[config.mk]
export PLATFORM = sky130hd
export DESIGN_NAME = ps2_block_assembler_flat
export DESIGN_NICKNAME = d
export VERILOG_FILES = /design/src/rtl/aes_io_pkg.sv /design/src/rtl/ps2_block_assembler_if.sv /design/src/rtl/ps2_block_assembler.sv /design/src/flat_wrapper.sv
export SDC_FILE = /design/constraint.sdc
export NUM_CORES = 1
export LEC_CHECK = 0
export ABC_AREA = 1
export BUFFER_PORTS_ARGS = -buffer_cell sky130_fd_sc_hd__buf_2
export CORE_MARGIN = 1.5
export CORE_UTILIZATION = 35
export CTS_CLUSTER_SIZE = 14
export DETAILED_ROUTE_END_ITERATION = 7
export GPL_TIMING_DRIVEN = 0
export SLEW_MARGIN = 20
export SYNTH_ARGS = -nofsm -noshare
export SYNTH_HDL_FRONTEND = slang
export SYNTH_SLANG_ARGS = --single-unit
[constraint.sdc]
create_clock -name clk -period 3.4 [get_ports clk]
set_input_delay 0.51 -clock clk [delete_from_list [all_inputs] [get_ports clk]]
set_output_delay 0.51 -clock clk [all_outputs]
set_load 0.05 [all_outputs]
[src/rtl/aes_io_pkg.sv]
// Shared constants and state encoding for the PS/2 to AES block path.
// Imported by the assembler interface and the assembler itself.
package aes_io_pkg;

  localparam int AES_BLOCK_W       = 128;
  localparam int NIBBLES_PER_BLOCK = 32;

  typedef enum logic {
    ST_COLLECT = 1'b0,
    ST_HOLD    = 1'b1
  } asm_state_t;

endpackage

[src/rtl/ps2_block_assembler_if.sv]
// Nibble input strobes and block output handshake for the assembler.
// The master side drives the strobes; the slave side is the assembler.
interface ps2_block_assembler_if
  import aes_io_pkg::*;
#(
  parameter int NIBBLES = NIBBLES_PER_BLOCK,
  parameter int CW      = 6
);

  logic [3:0]           nib;
  logic                 nib_valid;
  logic                 bksp;
  logic                 clr;
  logic                 sel_key;
  logic                 out_ready;
  logic                 out_valid;
  logic [4*NIBBLES-1:0] block_out;
  logic                 out_is_key;
  logic [CW-1:0]        nib_count;
  logic                 overflow;

  modport master (
    output nib, nib_valid, bksp, clr,
    output sel_key, out_ready,
    input  out_valid, block_out,
    input  out_is_key, nib_count, overflow
  );

  modport slave (
    input  nib, nib_valid, bksp, clr,
    input  sel_key, out_ready,
    output out_valid, block_out,
    output out_is_key, nib_count, overflow
  );

endinterface

[src/rtl/ps2_block_assembler.sv]
// Shifts keyboard hex nibbles into a block, MSB first, and holds the
// finished block (tagged key/data) until the AES core takes it.
module ps2_block_assembler
  import aes_io_pkg::*;
#(
  parameter int NIBBLES = NIBBLES_PER_BLOCK,
  parameter int CW      = 6
) (
  input  logic                  clk,
  input  logic                  reset,
  ps2_block_assembler_if.slave  bus
);

  localparam int W = 4 * NIBBLES;
  localparam logic [CW-1:0] LAST = CW'(NIBBLES - 1);

  asm_state_t    state, state_n;
  logic [W-1:0]  blk, blk_n;
  logic [CW-1:0] cnt, cnt_n;
  logic          key, key_n;
  logic          ovf, ovf_n;

  always_ff @(posedge clk) begin
    if (!reset) begin
      state <= ST_COLLECT;
      blk   <= '0;
      cnt   <= '0;
      key   <= 1'b0;
      ovf   <= 1'b0;
    end else begin
      state <= state_n;
      blk   <= blk_n;
      cnt   <= cnt_n;
      key   <= key_n;
      ovf   <= ovf_n;
    end
  end

  always_comb begin
    state_n = state;
    blk_n   = blk;
    cnt_n   = cnt;
    key_n   = key;
    ovf_n   = ovf;
    unique case (state)
      ST_COLLECT: begin
        if (bus.clr) begin
          blk_n = '0;
          cnt_n = '0;
          ovf_n = 1'b0;
        end else if (bus.bksp) begin
          if (cnt != '0) begin
            blk_n = {4'h0, blk[W-1:4]};
            cnt_n = cnt - 1'b1;
          end
        end else if (bus.nib_valid) begin
          blk_n = {blk[W-5:0], bus.nib};
          cnt_n = cnt + 1'b1;
          if (cnt == '0)
            key_n = bus.sel_key;
          if (cnt == LAST)
            state_n = ST_HOLD;
        end
      end
      ST_HOLD: begin
        // clr wins over a same-cycle transfer
        if (bus.clr) begin
          state_n = ST_COLLECT;
          blk_n   = '0;
          cnt_n   = '0;
          ovf_n   = 1'b0;
        end else begin
          if (bus.out_ready) begin
            state_n = ST_COLLECT;
            blk_n   = '0;
            cnt_n   = '0;
          end
          if (bus.nib_valid)
            ovf_n = 1'b1;
        end
      end
      default: state_n = ST_COLLECT;
    endcase
  end

  assign bus.out_valid  = (state == ST_HOLD);
  assign bus.block_out  = blk;
  assign bus.out_is_key = key;
  assign bus.nib_count  = cnt;
  assign bus.overflow   = ovf;

endmodule

[src/flat_wrapper.sv]
// flat-port wrapper written by rule: the top's interface ports become plain ports
module ps2_block_assembler_flat import aes_io_pkg::*;
#(
  parameter int NIBBLES = NIBBLES_PER_BLOCK,
  parameter int CW      = 6
)
  (clk, reset, bus_nib, bus_nib_valid, bus_bksp, bus_clr, bus_sel_key, bus_out_ready, bus_out_valid, bus_block_out, bus_out_is_key, bus_nib_count, bus_overflow);
  ps2_block_assembler_if #(.NIBBLES(NIBBLES), .CW(CW)) bus_i ();
  input  logic clk;
  input  logic reset;
  input wire logic [$bits(bus_i.nib)-1:0] bus_nib;
  input wire logic [$bits(bus_i.nib_valid)-1:0] bus_nib_valid;
  input wire logic [$bits(bus_i.bksp)-1:0] bus_bksp;
  input wire logic [$bits(bus_i.clr)-1:0] bus_clr;
  input wire logic [$bits(bus_i.sel_key)-1:0] bus_sel_key;
  input wire logic [$bits(bus_i.out_ready)-1:0] bus_out_ready;
  output wire logic [$bits(bus_i.out_valid)-1:0] bus_out_valid;
  output wire logic [$bits(bus_i.block_out)-1:0] bus_block_out;
  output wire logic [$bits(bus_i.out_is_key)-1:0] bus_out_is_key;
  output wire logic [$bits(bus_i.nib_count)-1:0] bus_nib_count;
  output wire logic [$bits(bus_i.overflow)-1:0] bus_overflow;
  assign bus_i.nib = bus_nib;
  assign bus_i.nib_valid = bus_nib_valid;
  assign bus_i.bksp = bus_bksp;
  assign bus_i.clr = bus_clr;
  assign bus_i.sel_key = bus_sel_key;
  assign bus_i.out_ready = bus_out_ready;
  assign bus_out_valid = bus_i.out_valid;
  assign bus_block_out = bus_i.block_out;
  assign bus_out_is_key = bus_i.out_is_key;
  assign bus_nib_count = bus_i.nib_count;
  assign bus_overflow = bus_i.overflow;
  ps2_block_assembler #(.NIBBLES(NIBBLES), .CW(CW)) u_core (.clk(clk), .reset(reset), .bus(bus_i));
endmodule
==> metrics.csv <==
stage,metric,value,unit
cts,post_cts_buffers,0,
cells_and_area,drive_gt1_share,26.6,%
detailed_routing,post_drt_wl_per_cell,15.8,um
detailed_routing,vias,6940,
timing,tns,0,ps
yosys,yosysTopAreaCellShare,37.9,%
yosys,synth_cell_type_count,29,
cts,clkLatencyLatePin,430,ps
global_route,antenna_found_initial,0,
power_and_ir_drop,ir_worst_vdd,351,uV
cells_and_area,stdcell_count,1403,
worst_setup_path,end_kind,register,
floorplan,initial_core_util,35.8,%
timing,fin_crit,2380,ps
yosys,netlist_area,7240,um^2
yosys,syn_area_per_cell,7.58,um^2
detailed_routing,postRouteAntennaNets,0,
global_route,grt_use_total,20.5,%
cells_and_area,seq_area,2740,um^2
detailed_routing,dr.first_iter.drc_count,409,
placement,dp_cells,1371,
cts,clock_sinks,137,
timing,rsz0062_at_grt,false,
placement,io_buffer_count,146,
yosys,seq_area_frac_synth,37.9,%
yosys,synth_warnings,0,
cts,cts_tree,done,
worst_setup_path,critPathRequiredTime,3720,ps
cells_and_area,fillers,2088,
timing,fin_crit_sh,69.9,%
global_route,grt_pass1_vias,6520,
timing,worst_pin_slew,802,ps
yosys,yosysMostFrequentCell,nand2_1,
power_and_ir_drop,power_density,616,nW/um^2
min_path,holdCritStartpoint,bus_clr,
yosys,ys.flop_type,dfxtp_1,
cts,holdBufCountCts,0,
min_path,hold_depth,2,
cts,numCtsBuffers,17,
yosys,async_flop_share,0,%
yosys,synthesis.nets,971,
worst_setup_path,crit_chain,"nor2_4, nand2_2, clkbuf_1, clkbuf_1, o22ai_1, nor2_1, nor2_1",
cells_and_area,nets,1136,
run_status,outcome,"finished, final reports clean",
cts,clk_pin_slew,60,ps
floorplan,core_area,20200,um^2
global_route,grt-ovfl-total,0,
timing,report.final.hold_viol_count,0,
cells_and_area,multi_input_area,3610,um^2
worst_setup_path,worstReg2RegStart,u_core.bus.out_valid,
worst_setup_path,crit_family,buffers and inverters,
yosys,ys_top_cells_by_area,"dfxtp_1 (38%), nor3b_2 (16%), o22ai_1 (10%), nand2_1 (9.0%), nor2_1 (7.7%)",
cells_and_area,n_antenna_cell,0,
floorplan,die_y,147,um
power_and_ir_drop,leakage,3.74,nW
cells_and_area,area_growth,24.4,%
detailed_routing,drc,0,
cts,root_buffer,clkbuf_16,
run,drv_cap,0,
worst_setup_path,start_kind,register,
floorplan,ioPinCount,148,
worst_setup_path,rrSetupSlack,1020,ps
global_route,grt_pass1_wl,34800,um
global_route,grt_start_max_net_pins,17,
floorplan,dieWidth,147,um
worst_setup_path,path_class,register to register,
timing,slew_headroom,46.5,%
yosys,synth_edf_count,0,
timing,clock.fmax,421,MHz
worst_setup_path,worstPathArrival,2700,ps
worst_setup_path,path_buf_inv,2,
placement,hpwlAfterDp,15900,um
floorplan,rows,52,
worst_setup_path,cpMaxStageDelayCell,clkbuf_1,
yosys,synth_seq_cells,137,
worst_setup_path,rr_worst_depth,7,
cts,htreeDepth,4,
floorplan,die-area,21600,um^2
timing,skew,8.93,ps
worst_setup_path,crit_fanout,10,
detailed_routing,detail_route.first_pass.iterations,5,
worst_setup_path,slowest_delay,620,ps
yosys,ys_top_cells_by_count,"nand2_1 (174), nor2_1 (149), dfxtp_1 (137)",
detailed_routing,via_per_inst,4.95,
timing,setup_viol,0,
worst_setup_path,reg2reg_to,u_core.bus.block_out[24],
placement,gp_congestion,0.853,
min_path,worstHoldEndpoint,u_core.bus.overflow,
detailed_routing,wirelength,22200,um
cts,cts_buffer_depth,2,
yosys,netlist_instances,955,
yosys,yosys.area.top_type,dfxtp_1,
cts,cts_resized,0,
min_path,hp-class,input pin to register,
timing,drv_slew,0,
[power by group]
part | switching (mW) | leakage, nW | internal, mW | total (mW)
registers | 0.0846 | 1.12 | 1.74 | 1.83
clock network | 0.743 | 0.336 | 1.49 | 2.23
logic | 1.07 | 2.28 | 0.423 | 1.50
total | 1.90 | 3.74 | 3.65 | 5.55
[area by class of cell]
type	instances	share of cell area, %
well taps	270	3.75
clock inverters	12	2.71
plain buffers	72	4.28
clock buffers	20	5.07
multi-input cells	611	40.0
flip-flops and latches	137	30.4
repair buffers	146	8.11
inverters	135	5.62
[worst max path at each step]
stage                               startpoint                   endpoint  slack (ps)  cells after the start
after global placement                bus_bksp  u_core.bus.block_out[123]         900                      8
after CTS                 u_core.bus.out_valid   u_core.bus.block_out[24]        1120                      7
after detailed placement               bus_clr   u_core.bus.block_out[24]         920                      8
after floorplan           u_core.bus.out_valid   u_core.bus.block_out[45]        1510                      7
final                     u_core.bus.out_valid   u_core.bus.block_out[24]        1020                      7
after global routing      u_core.bus.out_valid   u_core.bus.block_out[24]         960                      7
[worst reg2reg max path, cell delays in order (launching register included)]
cell and delay, ps:
dfxtp_1 450, nor2_4 100, nand2_2 120, clkbuf_1 570, clkbuf_1 630, o22ai_1 170
nor2_1 180, nor2_1 60
[registers in the layout (all words and copies together), names as in the netlist]
register	flops
u_core.bus.nib_count	6
u_core.bus.out_is_key	1
u_core.bus.overflow	1
u_core.bus.block_out	128
u_core.bus.out_valid	1
[cells in the final DEF, fill, tap and decap left out, drive strengths merged, types with 9 or more instances in the layout]
cell type / count
nor2: 150
a21oi: 20
nand4: 14
nor3b: 102
buf: 171
nand2: 177
clkbuf: 67
inv: 135
dfxtp: 137
o22ai: 116
o21ai: 9
[layer usage]
| layer | GRT usage (%) | wire (um) |
|---|---|---|
| met3 | 4.07 | 1310 |
| met1 | 28.3 | 10400 |
| met5 | 0 | 0 |
| met4 | 6.41 | 359 |
| met2 | 32.1 | 10200 |
[logic make-up (layout without fill, tap and decap cells)]
kind of cell,after synthesis,in the layout,synth area share [%]
flops,137,137,37.9
compound gates,146,146,12.1
xor+xnor,1,1,0.121
fa+ha+maj,5,5,0.967
simple gates,459,459,36.6
buf+inv,207,385,12.3
[per-stage QoR]
stage | util [%] | total power, mW | cell area [um^2] | setup slack [ps] | hold WS, ps
6_report | 44.5 | 5.55 | 9010 | 1020 | 328
5_1_grt | 44.5 | 5.78 | 9010 | 960 | 339
4_1_cts | 44.5 | 5.57 | 9010 | 1120 | 324
3_5_place_dp | 41.1 | 3.35 | 8310 | 920 | 477
3_3_place_gp | 41.1 | 3.34 | 8310 | 899 | 470
2_1_floorplan | - | 3.00 | 7240 | 1510 | 589
Power figures use the tool's default switching activity.
